**config.mk**
```make
export PLATFORM = sky130hd
export DESIGN_NAME = alu_seq_flat
export DESIGN_NICKNAME = d
export VERILOG_FILES = /design/src/rtl/alu_seq_if.sv /design/src/rtl/alu_seq.sv /design/src/flat_wrapper.sv
export SDC_FILE = /design/constraint.sdc
export NUM_CORES = 1
export LEC_CHECK = 0
export CORE_UTILIZATION = 25
export DETAILED_ROUTE_END_ITERATION = 7
export PLACE_DENSITY_LB_ADDON = 0.08
export SLEW_MARGIN = 20
export SYNTH_ARGS = -nofsm -noshare
export SYNTH_HDL_FRONTEND = slang
export SYNTH_SLANG_ARGS = --single-unit
```
**constraint.sdc**
```tcl
create_clock -name clkout -period 4.2 [get_ports clkout]
set_input_delay 0.63 -clock clkout [delete_from_list [all_inputs] [get_ports clkout]]
set_output_delay 0.63 -clock clkout [all_outputs]
set_load 0.02 [all_outputs]
```
**src/rtl/alu_seq_if.sv**
```systemverilog
// Operand/result handshake bundle for the multi-cycle ALU.
// The producer (decode) drives the master side; the ALU is the slave.
interface alu_seq_if #(
    parameter int WIDTH = 32,
    parameter int OPW   = 8
);
    logic             in_valid;
    logic             in_ready;
    logic [OPW-1:0]   opcode;
    logic [WIDTH-1:0] A;
    logic [WIDTH-1:0] B;
    logic             cin;
    logic             fl;
    logic             out_valid;
    logic             out_ready;
    logic [WIDTH-1:0] result;
    logic [4:0]       flags;

    modport master (
        output in_valid, opcode, A, B, cin, fl, out_ready,
        input  in_ready, out_valid, result, flags
    );

    modport slave (
        input  in_valid, opcode, A, B, cin, fl, out_ready,
        output in_ready, out_valid, result, flags
    );
endinterface

```
**src/rtl/alu_seq.sv**
```systemverilog
// Multi-cycle ALU: single-step arithmetic/logic plus iterative
// one-bit-per-clock shifts and rotates, with a {C,V,N,Z,P} flag register.
module alu_seq #(
    parameter int WIDTH = 32,
    parameter int OPW   = 8
) (
    input logic       clkout,
    input logic       rst,
    alu_seq_if.slave  bus
);
    localparam int SHW = $clog2(WIDTH);

    localparam logic [OPW-1:0] OP_ADD = OPW'(1);
    localparam logic [OPW-1:0] OP_ACA = OPW'(3);
    localparam logic [OPW-1:0] OP_SUB = OPW'(5);
    localparam logic [OPW-1:0] OP_XNR = OPW'(9);
    localparam logic [OPW-1:0] OP_XOR = OPW'(11);
    localparam logic [OPW-1:0] OP_AND = OPW'(13);
    localparam logic [OPW-1:0] OP_ORA = OPW'(15);
    localparam logic [OPW-1:0] OP_NOT = OPW'(17);
    localparam logic [OPW-1:0] OP_NEG = OPW'(18);
    localparam logic [OPW-1:0] OP_SRL = OPW'(19);
    localparam logic [OPW-1:0] OP_SLL = OPW'(20);
    localparam logic [OPW-1:0] OP_ASR = OPW'(21);
    localparam logic [OPW-1:0] OP_ASL = OPW'(22);
    localparam logic [OPW-1:0] OP_ROR = OPW'(25);
    localparam logic [OPW-1:0] OP_ROL = OPW'(26);
    localparam logic [OPW-1:0] OP_RRC = OPW'(27);
    localparam logic [OPW-1:0] OP_RLC = OPW'(28);
    localparam logic [OPW-1:0] OP_CLR = OPW'(29);
    localparam logic [OPW-1:0] OP_INC = OPW'(30);
    localparam logic [OPW-1:0] OP_DEC = OPW'(31);

    localparam logic [WIDTH-1:0] ONE    = WIDTH'(1);
    localparam logic [WIDTH-1:0] ZERO   = '0;
    localparam logic [SHW-1:0]   LAST   = SHW'(1);
    localparam int               MSB    = WIDTH - 1;

    typedef enum logic [1:0] {
        IDLE,
        SHIFT,
        DONE
    } state_t;

    state_t           state;
    logic [OPW-1:0]   op_q;
    logic             fl_q;
    logic [WIDTH-1:0] work;
    logic [WIDTH-1:0] res_q;
    logic [SHW-1:0]   cnt;
    logic             ring_c;
    logic             asl_v;
    logic [4:0]       flg_q;

    function automatic logic add_ov(
        input logic [WIDTH-1:0] x,
        input logic [WIDTH-1:0] y,
        input logic [WIDTH-1:0] r
    );
        return (x[MSB] == y[MSB]) && (r[MSB] != x[MSB]);
    endfunction

    function automatic logic sub_ov(
        input logic [WIDTH-1:0] x,
        input logic [WIDTH-1:0] y,
        input logic [WIDTH-1:0] r
    );
        return (x[MSB] != y[MSB]) && (r[MSB] != x[MSB]);
    endfunction

    function automatic logic [4:0] mk_flags(
        input logic             c,
        input logic             v,
        input logic [WIDTH-1:0] r
    );
        return {c, v, r[MSB], (r == ZERO), ^r};
    endfunction

    assign bus.in_ready  = (state == IDLE);
    assign bus.out_valid = (state == DONE);
    assign bus.result    = res_q;
    assign bus.flags     = flg_q;

    logic             accept;
    logic [SHW-1:0]   amt;
    logic             is_iter;
    logic [WIDTH-1:0] s_res;
    logic             s_c;
    logic             s_v;
    logic             s_upd;
    logic [WIDTH:0]   ext;

    assign accept = bus.in_valid && (state == IDLE);
    assign amt    = bus.B[SHW-1:0];

    // Result of an op that completes on the accept edge
    always_comb begin
        s_res   = bus.A;
        s_c     = 1'b0;
        s_v     = 1'b0;
        s_upd   = 1'b1;
        is_iter = 1'b0;
        ext     = '0;
        unique case (bus.opcode)
            OP_ADD: begin
                ext   = {1'b0, bus.A} + {1'b0, bus.B};
                s_res = ext[MSB:0];
                s_c   = ext[WIDTH];
                s_v   = add_ov(bus.A, bus.B, s_res);
            end
            OP_ACA: begin
                ext   = {1'b0, bus.A} + {1'b0, bus.B}
                      + (WIDTH+1)'(bus.cin);
                s_res = ext[MSB:0];
                s_c   = ext[WIDTH];
                s_v   = add_ov(bus.A, bus.B, s_res);
            end
            OP_SUB: begin
                ext   = {1'b0, bus.A} - {1'b0, bus.B};
                s_res = ext[MSB:0];
                s_c   = ext[WIDTH];
                s_v   = sub_ov(bus.A, bus.B, s_res);
            end
            OP_NEG: begin
                ext   = {1'b0, ZERO} - {1'b0, bus.A};
                s_res = ext[MSB:0];
                s_c   = ext[WIDTH];
                s_v   = sub_ov(ZERO, bus.A, s_res);
            end
            OP_INC: begin
                ext   = {1'b0, bus.A} + {1'b0, ONE};
                s_res = ext[MSB:0];
                s_c   = ext[WIDTH];
                s_v   = add_ov(bus.A, ONE, s_res);
            end
            OP_DEC: begin
                ext   = {1'b0, bus.A} - {1'b0, ONE};
                s_res = ext[MSB:0];
                s_c   = ext[WIDTH];
                s_v   = sub_ov(bus.A, ONE, s_res);
            end
            OP_XNR: s_res = ~(bus.A ^ bus.B);
            OP_XOR: s_res = bus.A ^ bus.B;
            OP_AND: s_res = bus.A & bus.B;
            OP_ORA: s_res = bus.A | bus.B;
            OP_NOT: s_res = ~bus.A;
            OP_CLR: s_res = ZERO;
            OP_SRL, OP_SLL, OP_ASR, OP_ASL,
            OP_ROR, OP_ROL, OP_RRC, OP_RLC: is_iter = 1'b1;
            default: s_upd = 1'b0;
        endcase
    end

    logic [WIDTH-1:0] st_w;
    logic             st_c;
    logic             st_v;

    // One-bit step; ring_c doubles as the through-carry for RRC/RLC
    always_comb begin
        st_w = work;
        st_c = ring_c;
        st_v = asl_v;
        unique case (op_q)
            OP_SRL: begin
                st_c = work[0];
                st_w = work >> 1;
            end
            OP_SLL: begin
                st_c = work[MSB];
                st_w = work << 1;
            end
            OP_ASR: begin
                st_c = work[0];
                st_w = {work[MSB], work[MSB:1]};
            end
            OP_ASL: begin
                st_c = work[MSB];
                st_w = work << 1;
                st_v = asl_v | (work[MSB] ^ work[MSB-1]);
            end
            OP_ROR: begin
                st_c = work[0];
                st_w = {work[0], work[MSB:1]};
            end
            OP_ROL: begin
                st_c = work[MSB];
                st_w = {work[MSB-1:0], work[MSB]};
            end
            OP_RRC: begin
                st_c = work[0];
                st_w = {ring_c, work[MSB:1]};
            end
            OP_RLC: begin
                st_c = work[MSB];
                st_w = {work[MSB-1:0], ring_c};
            end
            default: ;
        endcase
    end

    always_ff @(posedge clkout or posedge rst) begin
        if (rst) begin
            state  <= IDLE;
            op_q   <= '0;
            fl_q   <= 1'b0;
            work   <= '0;
            res_q  <= '0;
            cnt    <= '0;
            ring_c <= 1'b0;
            asl_v  <= 1'b0;
            flg_q  <= '0;
        end else begin
            unique case (state)
                IDLE: begin
                    if (accept) begin
                        op_q   <= bus.opcode;
                        fl_q   <= bus.fl;
                        work   <= bus.A;
                        ring_c <= bus.cin;
                        asl_v  <= 1'b0;
                        cnt    <= amt;
                        if (is_iter && amt != '0) begin
                            state <= SHIFT;
                        end else begin
                            res_q <= s_res;
                            if (bus.fl && s_upd)
                                flg_q <= mk_flags(s_c, s_v, s_res);
                            state <= DONE;
                        end
                    end
                end
                SHIFT: begin
                    work   <= st_w;
                    ring_c <= st_c;
                    asl_v  <= st_v;
                    cnt    <= cnt - LAST;
                    if (cnt == LAST) begin
                        res_q <= st_w;
                        if (fl_q)
                            flg_q <= mk_flags(st_c, st_v, st_w);
                        state <= DONE;
                    end
                end
                DONE: begin
                    if (bus.out_ready)
                        state <= IDLE;
                end
                default: state <= IDLE;
            endcase
        end
    end
endmodule

```
**src/flat_wrapper.sv**
```systemverilog
// flat-port wrapper written by rule: the top's interface ports become plain ports
module alu_seq_flat 
#(
    parameter int WIDTH = 32,
    parameter int OPW   = 8
)
  (clkout, rst, bus_in_valid, bus_opcode, bus_A, bus_B, bus_cin, bus_fl, bus_out_ready, bus_in_ready, bus_out_valid, bus_result, bus_flags);
  alu_seq_if #(.WIDTH(WIDTH), .OPW(OPW)) bus_i ();
  input logic clkout;
  input logic rst;
  input wire logic [$bits(bus_i.in_valid)-1:0] bus_in_valid;
  input wire logic [$bits(bus_i.opcode)-1:0] bus_opcode;
  input wire logic [$bits(bus_i.A)-1:0] bus_A;
  input wire logic [$bits(bus_i.B)-1:0] bus_B;
  input wire logic [$bits(bus_i.cin)-1:0] bus_cin;
  input wire logic [$bits(bus_i.fl)-1:0] bus_fl;
  input wire logic [$bits(bus_i.out_ready)-1:0] bus_out_ready;
  output wire logic [$bits(bus_i.in_ready)-1:0] bus_in_ready;
  output wire logic [$bits(bus_i.out_valid)-1:0] bus_out_valid;
  output wire logic [$bits(bus_i.result)-1:0] bus_result;
  output wire logic [$bits(bus_i.flags)-1:0] bus_flags;
  assign bus_i.in_valid = bus_in_valid;
  assign bus_i.opcode = bus_opcode;
  assign bus_i.A = bus_A;
  assign bus_i.B = bus_B;
  assign bus_i.cin = bus_cin;
  assign bus_i.fl = bus_fl;
  assign bus_i.out_ready = bus_out_ready;
  assign bus_in_ready = bus_i.in_ready;
  assign bus_out_valid = bus_i.out_valid;
  assign bus_result = bus_i.result;
  assign bus_flags = bus_i.flags;
  alu_seq #(.WIDTH(WIDTH), .OPW(OPW)) u_core (.clkout(clkout), .rst(rst), .bus(bus_i));
endmodule
```
---- Word-level counts from Yosys, hierarchy flattened ----
Index checks and enable logic that the tools add are counted.
storage, ports and cells
  word-level logic and storage cells ...... 125
  bits of input ports ..................... 78
  output and inout bits ................... 39
  bits in registers ....................... 87
cells by class
  reduce and logical (&&, ||, !) cells .... 26
  muxes and demuxes ....................... 31
  equality and inequality tests ........... 44
  add/sub/neg operators ................... 7
  bitwise gates (word level) .............. 8
operator list
  operator                 number
  $pmux W32 S12            1
  $pmux W32 S7             1
  $eq A8 B5 Y1 const B     21
  $mux W32                 4
  $pmux W32 S2             2
  $logic_not A32 Y1        2
  $not A32 Y32             2
  $reduce_xor A32 Y1       2
  $add A32 B1 Y33 const B  1
  $add A32 B32 Y33         1
  $add A33 B1 Y33          1
  $sub A1 B32 Y33 const A  1
  $sub A32 B1 Y33 const B  1
  $sub A32 B32 Y33         1
  $and A32 B32 Y32         1
  $eq A8 B4 Y1 const B     4
  $or A32 B32 Y32          1
  $xor A32 B32 Y32         1
  $mux W5                  6
  $pmux W5 S2              2
  $reduce_or A20 Y1        1
  $pmux W1 S6              2
  $logic_and A1 B1 Y1      9
  $eq A8 B1 Y1 const B     1
  27 further kinds         47

---- Depth between registers and ports, before layout ----
  depth in word-level cells ............... 9
  gate-level depth with buffers ........... 23
  gate-level depth less buffers ........... 21

---- Worst setup path before layout ----
No wires, ideal clock.
  path kind ............................... in2reg
  start point ............................. input port bus_A[2]
  end point ............................... register u_core.flg_q[0], in the netlist u_core.bus.flags[0]
  buffers on the path ..................... 3
  stages on the path ...................... 22
  path slack .............................. -1.419 ns
  setup time .............................. 0.125 ns
  data required time ...................... 4.075 ns
  arrival time ............................ 5.495 ns
  path through ............................ clkbuf_1 inv_1 ha_1 buf_4 nand3_1 a2111oi_2 a211oi_1 xnor2_4 nand2_1 or3_4 or4_1 buf_2 or4_1 a21o_1 a22o_1 ha_1 xnor2_1 xnor2_1 xnor2_1 xnor2_1 o21ai_0 mux2_2
between the ends
  longest elaborated chain between the ends .. 8
  elaborated cells between the ends (all ways) .. 17
  those cells by class .................... add/sub (6); mux (5); bitwise (5); reduce/logical (1)
ends and longest elaborated chain
  item                                                  line                            RTL
  from (decl)                                           flat_wrapper.sv:13              input wire logic [$bits(bus_i.A)-1:0] bus_A;
  $add A32 B32 Y33 or $xor A32 B32 Y32 (tied branches)  -
  $add A33 B1 Y33 or $not A32 Y32 (tied branches)       alu_seq.sv:113, alu_seq.sv:142
  $pmux W32 S12 *                                       alu_seq.sv:104                  unique case (bus.opcode)
  $reduce_xor A32 Y1 *                                  alu_seq.sv:76                   return {c, v, r[MSB], (r == ZERO), ^r};
  $mux W5 *                                             alu_seq.sv:226                  if (bus.fl && s_upd)
  $mux W5 *                                             alu_seq.sv:222                  if (is_iter && amt != '0) begin
  $mux W5 *                                             alu_seq.sv:215                  if (accept) begin
  $pmux W5 S2 *                                         alu_seq.sv:213                  unique case (state)
  to (signal assigned)                                  alu_seq.sv:227                  flg_q <= mk_flags(s_c, s_v, s_res);
  to (signal assigned)                                  alu_seq.sv:240                  flg_q <= mk_flags(st_c, st_v, st_w);
  to (decl)                                             alu_seq.sv:53                   logic [4:0] flg_q;
Mark *: on every way between the ends. The rest lies on a longest branch, timed or not. The select of a mux whose other input is x is not followed.
A chain may end at the register's enable or synchronous reset.

---- Worst setup path after layout ----
  start point ............................. input port bus_A[1]
  end point ............................... register u_core.flg_q[0], in the netlist u_core.bus.flags[0]
The elaborated chain is that of the path after synthesis.

==> reports/results.ini <==
[synth]
synthTopCellsByArea = dfrtp_1, ha_1, xnor2_1, a21oi_1, nor2_1
synth_nets = 2243
synth_common_cells = a21oi_1, nor2_1, nand2_1, clkbuf_1, ha_1
netlist_area_sq_um = 14500
synth_top_area_cell = dfrtp_1
syn-instance-count = 2028
yosys_warnings = 0
synth_most_common_cell = a21oi_1
synth.distinct_cells = 85
synth_seq_cells = 87
synth_edf_count = 0
synthArstFlopShare_pct = 100.0
netlist.area_leader.share_pct = 15.02
syn_avg_cell_area_sq_um = 7.149
synth.yosys.seq_area_share_pct = 15.02
synthFlopType = dfrtp_1

[global_route]
grt_pass1_wl_microns = 120400
overflow = 0
grt_pass1_vias = 18290
antenna_found_initial = 4
track_usage_pct = 27.28
grt_max_degree = 65

[sta]
worst_slack_ns = -0.8222
slew_viol_final = 0
fin_crit_ns = 5.022
worstMarginPinSlew_ns = 0.8509
period_share_pct = 119.6
hold_viol_final = 0
finalSetupViolCount = 2
rsz0062_at_grt = yes
relSlewSlack_pct = 43.27
fmax_mhz = 199.1
finClkSkew_ns = 0.01116

[outcome]
violations = setup timing
status = complete, but fails checks

[setup_path]
reg2reg_depth = 14
cp_max_fo = 4
cp.required_ns = 4.44
crit_path_start = bus_A[1]
critical_path.startpoint_type = input pin
critPathCaptureType = flip-flop
crit_type = input pin to flip-flop
reg2reg_from = u_core.op_q[7]
crit_arrival_ns = 5.27

[clock_tree]
htreeDepth = 3
hold_buffers = 0
cts_tree = yes
cts.sinks = 87
root_buffer = clkbuf_16
cts.path.max_buffers = 2
numCtsBuffers = 9
clk_pin_slew_worst_paths_ns = 0.06
clk_latency_ns = 0.36

[place]
port_buffers = 116
gp_congestion = 0.9878
numPlacedInstances = 3447
pre_cts_ws_ns = -1.917
postPlaceCellArea_sq_um = 21710
hpwl_microns = 68180

[layout]
final_cells = 3519
post-route-util_pct = 41.34
nNetsFinal = 2972
final_area_sq_um = 23490
area_delta_synth_final_pct = 62.03
seq_area_sq_um = 2178
multi_input_area_sq_um = 12580
fillers = 5982
drive_above_1_share_pct = 37.40

[die]
row_count = 87
io_pins = 117
die_x_microns = 242.8
dieArea_sq_um = 58960
initial_utilization_pct = 25.51
core_sq_um = 56820
die-height_microns = 242.8

[route]
top_layer = met5
firstDrtPassIters = 8
drc_errors = 0
drt_iter0_drc = 1578
viasPerCell = 5.380
wl_per_cell_microns = 23.60
routed_wl_microns = 83040
wl_met3_microns = 5945
wl_met1_microns = 37560
vias = 18930
final_antenna_net_count = 0
wl_met2_microns = 36760

[hold_path]
hold-path-cell-count = 2
min-delay-path-class = flip-flop to flip-flop
hold_start = u_core.asl_v

[power_and_ir_drop]
power_density_nw_per_um2 = 271.1
total_leakage_power_nw = 10.01
irDropWorstVdd_uv = 264.9
p_total_mw = 6.367

[flow_run]
drv_cap = 0

==> stage by stage <==
step                      TNS (ns)  hold slack (ns)
after floorplan             -1.018           0.4417
final                       -1.071           0.4781
after detailed placement    -17.34           0.4642
after global routing        -1.470           0.4960
after global placement      -16.44           0.4594
after CTS                   -1.134           0.4789
==> worst paths after layout <==
check,end,slack [ns]
worst max register to register,u_core.bus.flags[0],0.49
max in group asynchronous,u_core.state[0],2.76
worst max-delay path,u_core.bus.flags[0],-0.82
worst min register to register,u_core.asl_v,0.48
min in group asynchronous,u_core.work[27],0.64
worst min-delay path,u_core.asl_v,0.48
==> worst max-delay path, cell delays in order <==
cell       delay (ns)
buf_2            0.13
buf_6            0.12
fa_2             0.46
nand3_4          0.14
a2111oi_4        0.09
a211oi_4         0.38
xnor2_4          0.17
nand2_2          0.08
or3_4            0.36
or4_4            0.48
buf_6            0.15
nor4_4           0.29
mux2i_1          0.22
o211a_1          0.19
a21o_1           0.14
ha_4             0.22
xnor2_4          0.22
xnor2_2          0.14
xnor2_1          0.15
xnor2_1          0.14
o21ai_1          0.07
mux2_4           0.28
==> flip-flops by register name, indices dropped and copies added, names as in the netlist <==
name and cells:
u_core.asl_v 1, u_core.bus.flags 5, u_core.bus.result 32, u_core.cnt 5, u_core.fl_q 1, u_core.op_q 8, u_core.ring_c 1, u_core.state 2
u_core.work 32
==> repair_timing <==
action,in CTS,in global routing
resized for setup,218,92
endpoints found under the setup margin,23,13
pin swaps,68,52
endpoints found under the hold margin,0,0
buffers inserted,37,18
==> layer usage <==
metal | vias up | track usage [%]
met5 | - | 0.8170
met4 | 8 | 9.452
met3 | 139 | 4.909
met2 | 720 | 42.87
met1 | 9132 | 37.12
li1 | 8932 | -
==> layout make-up <==
| type | instances | share of cell area [%] |
|---|---|---|
| flip-flops and latches | 87 | 9.273 |
| repair buffers | 873 | 30.13 |
| diodes | 1 | 0.01065 |
| well taps | 756 | 4.027 |
| multi-input cells | 1679 | 53.57 |
| clock buffers | 14 | 1.167 |
| clock inverters | 2 | 0.05859 |
| inverters | 107 | 1.768 |
==> kinds of logic after synthesis <==
group	after synthesis	synth area share, %
buf+inv	262	6.913
fa+ha+maj	138	12.00
flops	87	15.02
xor+xnor	149	9.131
compound gates	698	31.64
simple gates	663	23.03
mux	31	2.278
==> report_power, final <==
group,internal (mW),switching (mW)
logic,2.06,2.19
registers,1.08,0.243
clock network,0.450,0.350
==> placed cells by master, fill, tap and decap left out, types with 15 or more instances in the layout <==
cell type        instances
buf_4                  719
a21oi_1                203
nor2_1                 168
nand2_1                147
xnor2_1                115
o21ai_0                102
ha_1                   102
clkdlybuf4s50_1         86
dfrtp_1                 86
inv_1                   71
nor3_1                  50
nand3_1                 46
nor3b_1                 39
o22a_1                  36
nand4_1                 34
a22o_1                  34
o211ai_1                28
inv_2                   26
o221ai_1                25
ha_4                    25
a211oi_1                24
a31oi_1                 24
nand2b_1                21
o21ai_1                 21
a21o_1                  19
nor4_1                  19
buf_12                  19
xor2_1                  18
buf_6                   18
a21oi_2                 17
mux2_2                  15
Note: power is estimated with default switching activity, not from simulation.
